--- src/rtl/mult_div_seq.sv ---
// Multicycle signed MULT/DIV sequencer owning the CPU Hi/Lo pair: radix-2 shift-add multiply and
// restoring divide, one iteration per clock. Define MULTDIV_UNSIGNED_EN to add the uns port.
module mult_div_seq #(
   parameter int unsigned WIDTH = 32
) (
   input  logic             clk,
   input  logic             reset,
   input  logic             start,
   input  logic             op,
`ifdef MULTDIV_UNSIGNED_EN
   input  logic             uns,
`endif
   input  logic [WIDTH-1:0] a_in,
   input  logic [WIDTH-1:0] b_in,
   output logic             busy,
   output logic             done,
   output logic             div_zero,
   output logic [WIDTH-1:0] hi_out,
   output logic [WIDTH-1:0] lo_out
);

   localparam int unsigned CW = $clog2(WIDTH + 1);

   typedef enum logic [2:0] {StIdle, StMul, StDiv, StFix, StDone} state_e;

   state_e           state_q;
   logic             op_q;
   logic             sign_a_q;
   logic             sign_b_q;
   logic [CW-1:0]    cnt_q;
   logic [WIDTH-1:0] opnd_q;
   logic [WIDTH-1:0] acc_hi_q;
   logic [WIDTH-1:0] acc_lo_q;

   logic             uns_sel;
`ifdef MULTDIV_UNSIGNED_EN
   assign uns_sel = uns;
`else
   assign uns_sel = 1'b0;
`endif

   logic             a_neg;
   logic             b_neg;
   logic [WIDTH-1:0] a_abs;
   logic [WIDTH-1:0] b_abs;
   logic [WIDTH:0]   mul_sum;
   logic [WIDTH:0]   mul_sel;
   logic [WIDTH:0]   div_shift;
   logic [WIDTH:0]   div_diff;
   logic             div_ge;
   logic [2*WIDTH-1:0] prod;
   logic [2*WIDTH-1:0] prod_fix;
   logic [WIDTH-1:0] quo_fix;
   logic [WIDTH-1:0] rem_fix;
   logic             sign_diff;

   always_comb begin
      a_neg     = a_in[WIDTH-1] & ~uns_sel;
      b_neg     = b_in[WIDTH-1] & ~uns_sel;
      // Negating the most negative value wraps to itself, which is its exact magnitude unsigned.
      a_abs     = a_neg ? -a_in : a_in;
      b_abs     = b_neg ? -b_in : b_in;
      mul_sum   = {1'b0, acc_hi_q} + {1'b0, opnd_q};
      mul_sel   = acc_lo_q[0] ? mul_sum : {1'b0, acc_hi_q};
      div_shift = {acc_hi_q, acc_lo_q[WIDTH-1]};
      div_diff  = div_shift - {1'b0, opnd_q};
      div_ge    = div_shift >= {1'b0, opnd_q};
      sign_diff = sign_a_q ^ sign_b_q;
      prod      = {acc_hi_q, acc_lo_q};
      prod_fix  = sign_diff ? -prod : prod;
      quo_fix   = sign_diff ? -acc_lo_q : acc_lo_q;
      rem_fix   = sign_a_q ? -acc_hi_q : acc_hi_q;
   end

   always_ff @(posedge clk or negedge reset) begin
      if (!reset) begin
         state_q  <= StIdle;
         op_q     <= 1'b0;
         sign_a_q <= 1'b0;
         sign_b_q <= 1'b0;
         cnt_q    <= '0;
         opnd_q   <= '0;
         acc_hi_q <= '0;
         acc_lo_q <= '0;
         busy     <= 1'b0;
         done     <= 1'b0;
         div_zero <= 1'b0;
         hi_out   <= '0;
         lo_out   <= '0;
      end else begin
         done     <= 1'b0;
         div_zero <= 1'b0;
         case (state_q)
            StIdle, StDone: begin
               if (start) begin
                  op_q     <= op;
                  sign_a_q <= a_neg;
                  sign_b_q <= b_neg;
                  cnt_q    <= CW'(WIDTH);
                  acc_hi_q <= '0;
                  // MUL: multiplier shifts through acc_lo; DIV: dividend shifts out of acc_lo.
                  acc_lo_q <= op ? a_abs : b_abs;
                  opnd_q   <= op ? b_abs : a_abs;
                  if (op && (b_in == '0)) begin
                     state_q  <= StDone;
                     busy     <= 1'b0;
                     done     <= 1'b1;
                     div_zero <= 1'b1;
                  end else begin
                     state_q <= op ? StDiv : StMul;
                     busy    <= 1'b1;
                  end
               end else begin
                  state_q <= StIdle;
                  busy    <= 1'b0;
               end
            end
            StMul: begin
               acc_hi_q <= mul_sel[WIDTH:1];
               acc_lo_q <= {mul_sel[0], acc_lo_q[WIDTH-1:1]};
               cnt_q    <= cnt_q - CW'(1);
               if (cnt_q == CW'(1)) state_q <= StFix;
            end
            StDiv: begin
               acc_hi_q <= div_ge ? div_diff[WIDTH-1:0] : div_shift[WIDTH-1:0];
               acc_lo_q <= {acc_lo_q[WIDTH-2:0], div_ge};
               cnt_q    <= cnt_q - CW'(1);
               if (cnt_q == CW'(1)) state_q <= StFix;
            end
            StFix: begin
               if (op_q) begin
                  hi_out <= rem_fix;
                  lo_out <= quo_fix;
               end else begin
                  hi_out <= prod_fix[2*WIDTH-1:WIDTH];
                  lo_out <= prod_fix[WIDTH-1:0];
               end
               state_q <= StDone;
               busy    <= 1'b0;
               done    <= 1'b1;
            end
            default: begin
               state_q <= StIdle;
               busy    <= 1'b0;
            end
         endcase
      end
   end

endmodule
--- config.mk ---
export PLATFORM = sky130hd
export DESIGN_NAME = mult_div_seq
export DESIGN_NICKNAME = d
export VERILOG_FILES = /design/src/rtl/mult_div_seq.sv
export SDC_FILE = /design/constraint.sdc
export NUM_CORES = 1
export LEC_CHECK = 0
export CAP_MARGIN = 10
export CORE_MARGIN = 10
export CORE_UTILIZATION = 30
export DETAILED_ROUTE_END_ITERATION = 7
export DONT_BUFFER_PORTS = 1
export PLACE_DENSITY_LB_ADDON = 0.05
export SYNTH_ARGS = -nofsm -noshare
export SYNTH_HDL_FRONTEND = slang
export SYNTH_SLANG_ARGS = --single-unit
--- constraint.sdc ---
create_clock -name clk -period 5.4 [get_ports clk]
set_input_delay 0.54 -clock clk [delete_from_list [all_inputs] [get_ports clk]]
set_output_delay 0.54 -clock clk [all_outputs]
set_load 0.1 [all_outputs]
==> flow_summary.toml, run 1 <==
[grt]
grtUsageTotal = 0.208
grt_pass1_wl_um = 91500
grt_max_degree = 176
grt_pass1_vias = 13142
antenna_found_initial = 2
globalRouteOverflowTotal = 0

[floorplan]
core_area_mm2 = 0.0488
die_x_um = 242
rows = 81
start_util = 0.303
pin_count = 135
die_h_um = 242
die_area_mm2 = 0.0586

[drt]
via_per_inst = 5.63
initialDrtViolationCount = 1156
vias = 13924
dr.pass1.iters = 5
antenna_left = 0
routed_wl_um = 62000
wl_per_cell_um = 25.1
drc = 0

[timing]
layout_setup_ws_ns = 1.44
max-slew-margin-rel = 0.259
period_share = 0.734
worstMarginPinSlew_ns = 1.11
finalHoldViolations = 0
rsz0062_at_grt = "no"
final.min_clock_period_ns = 3.96
fmaxAchievable_ghz = 0.252
setup_viol = 0
finalClockSkew_ns = 0.0130
drv_slew = 0
finalSetupTns_ns = 0

[logic_synthesis]
synthTopCellsByCount = "nand2_1 (224), o21ai_0 (205), dfrtp_1 (175), a21oi_1 (157), nor2_1 (152)"
yosysMostFrequentCell = "nand2_1"
synth_edf_count = 0
syn_area_per_cell_um2 = 7.88
synth_area_leader_cell = "dfrtp_1"
yosysWarnings = 0
synth_cell_types = 82
synth_flop_cell = "dfrtp_1"
synth_top_area_frac = 0.296
synthCells = 1878
synth_area_mm2 = 0.0148
synth_top_cells_by_area = "dfrtp_1 (30%), o21ai_0 (6.9%), ha_1 (5.9%), xnor2_1 (5.9%), nand2_1 (5.7%)"
syn_nets = 2018
async_flop_share = 1.00
ys_seq_area_frac = 0.296
ys_ff_latch = 175

[placement]
place_ws_ns = 1.40
portBuffers = 0
placedInstanceArea_mm2 = 0.0153
dp_hpwl_um = 47900
routabilityCongestion = 0.914

[critical_path]
setup.worst_path.start_class = "flop"
cp.arrival_ns = 4.36
critical_path_class = "reg2reg"
crit_required_ns = 5.80
path_max_fanout = 11
endpoint_kind = "flop"

[cts]
cts_buffers = 17
cts_buffer_depth = 2
cts_resized = 0
cts_max_level = 4
cts-root-buf = "clkbuf_16"
hold_buffers = 1
postCtsSetupBuffers = 0
cts_tree = "done"
clk_pin_slew_ns = 0.08
clk_latency_ns = 0.50
cts.sinks = 175

[final_layout]
fin_nets = 1934
post-route-util = 0.326
area_delta_synth_final_pct = 7.58
num_antenna_cells = 0
fill_cells = 5326
finalInstanceArea_mm2 = 0.0159
drive_gt1_frac = 0.0570

[flow_run]
cap_violations = 0

[hold_path]
hp-class = "in2async"

[run_status]
status = "finished, final reports clean"
flip-flops by register name, summed over array words and instances (netlist names), 3 cells and up:
name and cells:
acc_hi_q 32, acc_lo_q 32, cnt_q 6, hi_out 32, lo_out 32, opnd_q 32
state_q 3
area by class of cell:
cell class              count  area [µm²]  share of cell area
repair buffers             24         200              0.0126
clock buffers              17         425              0.0267
clock inverters            15         151             0.00951
flip-flops and latches    175        4380               0.275
multi-input cells        1509        9680               0.608
inverters                  67         251              0.0158
well taps                 664         831              0.0522
kinds of logic (layout without fill, tap and decap cells):
family | Yosys count | after routing | share of synthesized area
compound gates | 647 | 647 | 0.277
xor+xnor | 167 | 167 | 0.0988
buf+inv | 194 | 123 | 0.0511
simple gates | 587 | 587 | 0.191
fa+ha+maj | 72 | 72 | 0.0619
mux | 36 | 36 | 0.0245
flops | 175 | 175 | 0.296
worst max-delay path, cell delays in order (launching register included):
cell and delay [ns]:
dfrtp_1 0.58, ha_1 0.38, nand3_1 0.19, or3_1 0.14, nor3_1 0.05, and4_1 0.19, nor4_2 0.79, inv_2 0.13
nor2_1 0.81, o21ai_0 0.25, a221o_1 0.33
path summary, 6_finish.rpt:
kind                              start           end  depth (start not counted)  slack, ns
setup / recovery           acc_hi_q[16]   acc_hi_q[6]                         10       1.44
hold / removal                    reset    hi_out[11]                          1       0.03
setup reg to reg           acc_hi_q[16]   acc_hi_q[6]                         10       1.44
hold reg to reg                cnt_q[5]      cnt_q[5]                          2       0.52
max in group asynchronous         reset  acc_hi_q[21]                          1       4.44
min in group clk               a_in[31]      sign_a_q                          2       0.17
layer usage:
layer | wire, µm | GRT usage
met4 | 1190 | 0.0557
met1 | 29700 | 0.292
met2 | 27000 | 0.308
met3 | 4120 | 0.0542
met5 | 13 | 0
metrics by stage:
step,hold WS [ns],instances
finish,0.0315,2471
global route,0.167,2471
CTS,0.118,2471
detailed placement,0.255,2438
global placement,0.254,2438
floorplan,0.244,1878
layout by cell type (no fill, tap or decap), types with 20 or more instances in the layout:
cell type / netlist / routed
a21o_1: 34 / 34
a21oi_1: 157 / 157
buf_4: 1 / 23
dfrtp_1: 175 / 175
ha_1: 70 / 70
inv_1: 64 / 64
mux2i_1: 34 / 34
nand2_1: 224 / 224
nand3_1: 30 / 30
nor2_1: 152 / 151
nor3_1: 40 / 39
o211ai_1: 28 / 28
o21ai_0: 205 / 205
o221ai_1: 20 / 20
o31ai_1: 25 / 25
xnor2_1: 99 / 99
xor2_1: 68 / 68
Power of run 1 is not shown: default switching activity piles up to over one toggle a cycle in this logic, so the estimate is an artifact.
==> inputs of run 2 (changes only) <==
- ABC_AREA: unset -> 1
- clock period: 5.4 -> 4.1 ns (I/O delays scaled with it)
==> flow_summary.toml, run 2 <==
[drt]
drc = 0
vias = 19959
initialDrtViolationCount = 1863
wl_per_cell_um = 23.5
routed_wl_um = 89500
antenna_left = 0
via_per_inst = 5.24
dr.pass1.iters = 6

[floorplan]
pin_count = 135
core_area_mm2 = 0.0588
start_util = 0.302
die_x_um = 263
rows = 89
die_h_um = 263
die_area_mm2 = 0.0694

[logic_synthesis]
synthXorXnorAreaFrac = 0.0369
synth_top_area_frac = 0.246
synthAdderAreaFrac = 0.0515
ys_ff_latch = 175
synth_cell_types = 50
synth_area_mm2 = 0.0178
synth_edf_count = 0
ys_seq_area_frac = 0.246
yosys.area_share.simple = 0.442
syn_area_per_cell_um2 = 5.82
async_flop_share = 1.00
synth_top_family_by_area = "simple AND/OR/NAND/NOR gates"
synth_flop_cell = "dfrtp_1"
synthCells = 3057
yosysMostFrequentCell = "nand2_1"
synth_compound_gate_area_share = 0.113
muxShareOfSynthArea = 0
syn_nets = 3197
synth_top_cells_by_area = "dfrtp_1 (25%), nand2_1 (24%), nand3_1 (9.8%), inv_1 (8.7%), nor2_1 (6.5%)"
yosysWarnings = 0
synth_area_leader_cell = "dfrtp_1"
synthTopCellsByCount = "nand2_1 (1,133), inv_1 (410), nand3_1 (347), nor2_1 (307), dfrtp_1 (175)"

[timing]
finalSetupTns_ns = 0
setup_viol = 0
final.min_clock_period_ns = 2.97
whs_ns = -0.405
worstMarginPinSlew_ns = 1.02
max-slew-margin-rel = 0.312
period_share = 0.725
drv_slew = 0
finalHoldViolations = 175
rsz0062_at_grt = "no"
fmaxAchievable_ghz = 0.336
layout_setup_ws_ns = 1.13
finalClockSkew_ns = 0.0201

[final_layout]
num_antenna_cells = 0
fin_nets = 3162
most-common-layout-cells = "nand2_1 (1,133), inv_1 (410), nand3_1 (347)"
drive_gt1_frac = 0.0330
area_delta_synth_final_pct = 8.32
post-route-util = 0.328
layout_commonest_cell = "nand2_1"

[cts]
cts_tree = "done"
cts_max_level = 4
cts_buffer_depth = 2
clk_pin_slew_ns = 0.08
postCtsSetupBuffers = 0
clk_latency_ns = 0.51
cts_resized = 0
cts.sinks = 175
cts-root-buf = "clkbuf_16"
cts_buffers = 17

[run_status]
violations = "hold timing"
status = "finished with violations"

[critical_path]
crit_path_frequent_cell = "nand2_1"
path_cells = "inv_1, ha_1, nand2_1, nor2_1, nand2_1, nor2_1, nand3b_1, nand2_1, nor2_4, nand2_4, nand2_2, nand2_1, nand2_1, nand3_1"
crit_required_ns = 4.54
path_max_fanout = 33
critical_path_class = "reg2reg"
cp.arrival_ns = 3.41
endpoint_kind = "flop"
critPathBufInv = 1
reg2reg_slack_ns = 1.13
slowest_stage = "dfrtp_1"
cp_slowest_stage_delay_ns = 0.49
cp_top_family = "simple AND/OR/NAND/NOR gates"
setup.worst_path.start_class = "flop"

[grt]
grt_max_degree = 176
antenna_found_initial = 0
grt_pass1_vias = 19125
grtUsageTotal = 0.252
grt_pass1_wl_um = 131000
globalRouteOverflowTotal = 0

[flow_run]
cap_violations = 0

[placement]
portBuffers = 0
place_ws_ns = 1.19
routabilityCongestion = 0.928
dp_hpwl_um = 74000

[hold_path]
hp-class = "in2async"
==> run 2: metal layers <==
metal  global-route usage  routed length (µm)  vias up
li1                     -                   -     9719
met1                0.352               42000     9465
met2                0.386               39200      677
met3               0.0360                5240       98
met4               0.0909                3060        0
met5                    0                   0        -
==> run 2: layout make-up <==
type	count	area, µm²
fill	6755	39500
multi-input combinational	2373	11500
sequential	175	4380
inverter	419	1570
tap	773	967
clock buffer	17	425
timing repair buffer	36	270
clock inverter	14	188
==> run 2: through the flow <==
| step | hold WS [ns] | area, µm² | cells |
|---|---|---|---|
| 6_report | -0.405 | 19300 | 3807 |
| 5_1_grt | -0.442 | 19300 | 3807 |
| 4_1_cts | -0.438 | 19300 | 3807 |
| 3_5_place_dp | 0.124 | 18600 | 3776 |
| 3_3_place_gp | 0.121 | 18600 | 3776 |
| 2_1_floorplan | 0.114 | 17800 | 3057 |
==> run 2: kinds of logic (layout without fill, tap and decap cells) <==
family	count (synthesis)	in the layout
xor gates and xnor gates	75	75
DFF	175	175
AOI/OAI and AO/OA	333	333
adders and majority gates	72	72
and+or+nand+nor	1893	1893
buffers and inverters	509	486
==> run 2: final timing paths <==
check | endpoint | depth (start not counted) | startpoint
max in group asynchronous | acc_hi_q[30] | 0 | reset
worst min register to register | cnt_q[5] | 1 | cnt_q[5]
worst max-delay path | acc_hi_q[31] | 14 | opnd_q[13]
min in group clk | opnd_q[15] | 4 | b_in[15]
worst min-delay path | lo_out[24] | 0 | reset
worst max register to register | acc_hi_q[31] | 14 | opnd_q[13]
Power of run 2 is left out for the same reason.
==> inputs of run 3 (changes only) <==
- ABC_AREA: 1 -> 0
- clock period: 4.1 -> 2.82 ns (I/O delays scaled with it)
==> flow_summary.toml, run 3 (synthesis results as in run 1) <==
[timing]
setup_viol = 30
finalClockSkew_ns = 0.0165
drv_slew = 0
fmaxAchievable_ghz = 0.324
rsz0062_at_grt = "yes"
final.min_clock_period_ns = 3.09
max-slew-margin-rel = 0.346
whs_ns = -0.533
layout_setup_ws_ns = -0.267
finalHoldViolations = 175
worstMarginPinSlew_ns = 0.982
period_share = 1.09

[grt]
grt_pass1_wl_um = 99400
antenna_found_initial = 1
grt_pass1_vias = 14991
globalRouteOverflowTotal = 0
grt_max_degree = 176
grtUsageTotal = 0.223

[drt]
drc = 0
routed_wl_um = 66700
dr.pass1.iters = 5
antenna_left = 0
wl_per_cell_um = 23.2
via_per_inst = 5.41
vias = 15542
initialDrtViolationCount = 1235

[final_layout]
most-common-layout-cells = "buf_4 (387), nand2_1 (211), dfrtp_1 (165)"
fin_nets = 2333
post-route-util = 0.421
seqCellArea_mm2 = 0.00439
layout_commonest_cell = "buf_4"
multiInputGateArea_mm2 = 0.0111
fill_cells = 5008
area_delta_synth_final_pct = 39.0
drive_gt1_frac = 0.316

[floorplan]
start_util = 0.303
pin_count = 135
core_area_mm2 = 0.0488
die_h_um = 242
rows = 81
die_area_mm2 = 0.0586
die_x_um = 242

[critical_path]
setup.worst_path.start_class = "flop"
path_max_fanout = 2
cp.arrival_ns = 3.45
crit_required_ns = 3.18
endpoint_kind = "flop"
critical_path_class = "reg2reg"

[cts]
cts_max_level = 4
cts_buffer_depth = 2
cts_tree = "done"
hold_buffers = 3
cts.sinks = 175
cts-root-buf = "clkbuf_16"
clk_pin_slew_ns = 0.08
cts_buffers = 17
clk_latency_ns = 0.51

[placement]
routabilityCongestion = 0.932
dp_hpwl_um = 51900
portBuffers = 0

[flow_run]
cap_violations = 0

[hold_path]
hp-class = "in2async"

[run_status]
violations = "hold timing, setup timing"
status = "finished with violations"
## run 3: changes by cell type in the layout (fill, tap and decap cells not counted), moves of 29 or more
cell | before | now
nand3_1 | 347 | 22
xnor2_1 | 26 | 85
o21ai_0 | 107 | 149
mux2i_1 | 0 | 29
nand2_1 | 1133 | 211
o21ai_1 | 6 | 47
a21o_1 | 2 | 34
nor2_1 | 306 | 147
buf_4 | 36 | 387
inv_1 | 410 | 55
## run 3: final timing paths
path	from	end	slack, ns	cells after the start
setup reg to reg	acc_lo_q[31]	acc_hi_q[28]	-0.27	14
setup / recovery	acc_lo_q[31]	acc_hi_q[28]	-0.27	14
max in group asynchronous	reset	acc_hi_q[8]	2.99	0
hold / removal	reset	hi_out[11]	-0.53	0
min in group clk	op	opnd_q[4]	0.06	2
hold reg to reg	cnt_q[5]	cnt_q[5]	0.53	2
## run 3: critical path, cell delays in order (launching register included)
cell      delay [ns]
dfrtp_1         0.40
inv_2           0.08
ha_4            0.14
inv_2           0.04
fa_2            0.34
a211o_1         0.29
a211o_1         0.33
a21oi_4         0.18
nor3_4          0.07
o21ai_1         0.14
buf_4           0.15
a211oi_2        0.07
or3_1           0.37
a31oi_2         0.20
o221ai_1        0.14
## run 3: final cells by class
class | instances | share of cell area
Sequential cell | 175 | 0.213
Clock inverter | 14 | 0.00803
Inverter | 67 | 0.0122
Clock buffer | 18 | 0.0213
Antenna cell | 1 | 0.000122
Timing Repair Buffer | 423 | 0.164
Multi-Input combinational cell | 1509 | 0.540
Tap cell | 664 | 0.0404
## run 3: metal layers
metal	vias to the layer above	wire, µm	global-route usage
met5	-	0	0
met4	0	1030	0.0516
met3	46	3970	0.0515
met2	411	30000	0.342
met1	7607	31700	0.311
li1	7478	-	-
## run 3: timing repair
item                       CTS  global route
pin swaps                   82            94
setup endpoints to repair   54            70
hold endpoints to repair   182           175
gates cloned                 2             0
resized for setup          227           117
buffers inserted            51            16
## run 3: stage by stage
step | instance area, µm² | TNS (ns) | std cells | hold WS, ns | worst slack, ns
floorplan | 14800 | -0.0334 | 1878 | -0.0136 | -0.0334
global route | 20600 | -6.45 | 2870 | -0.564 | -0.403
detailed placement | 17900 | -9.17 | 2775 | -0.00312 | -0.517
finish | 20600 | -3.74 | 2871 | -0.533 | -0.267
global placement | 17900 | -8.85 | 2775 | -0.00352 | -0.541
CTS | 20000 | -3.35 | 2861 | -0.563 | -0.264
Power of run 3 is left out for the same reason.
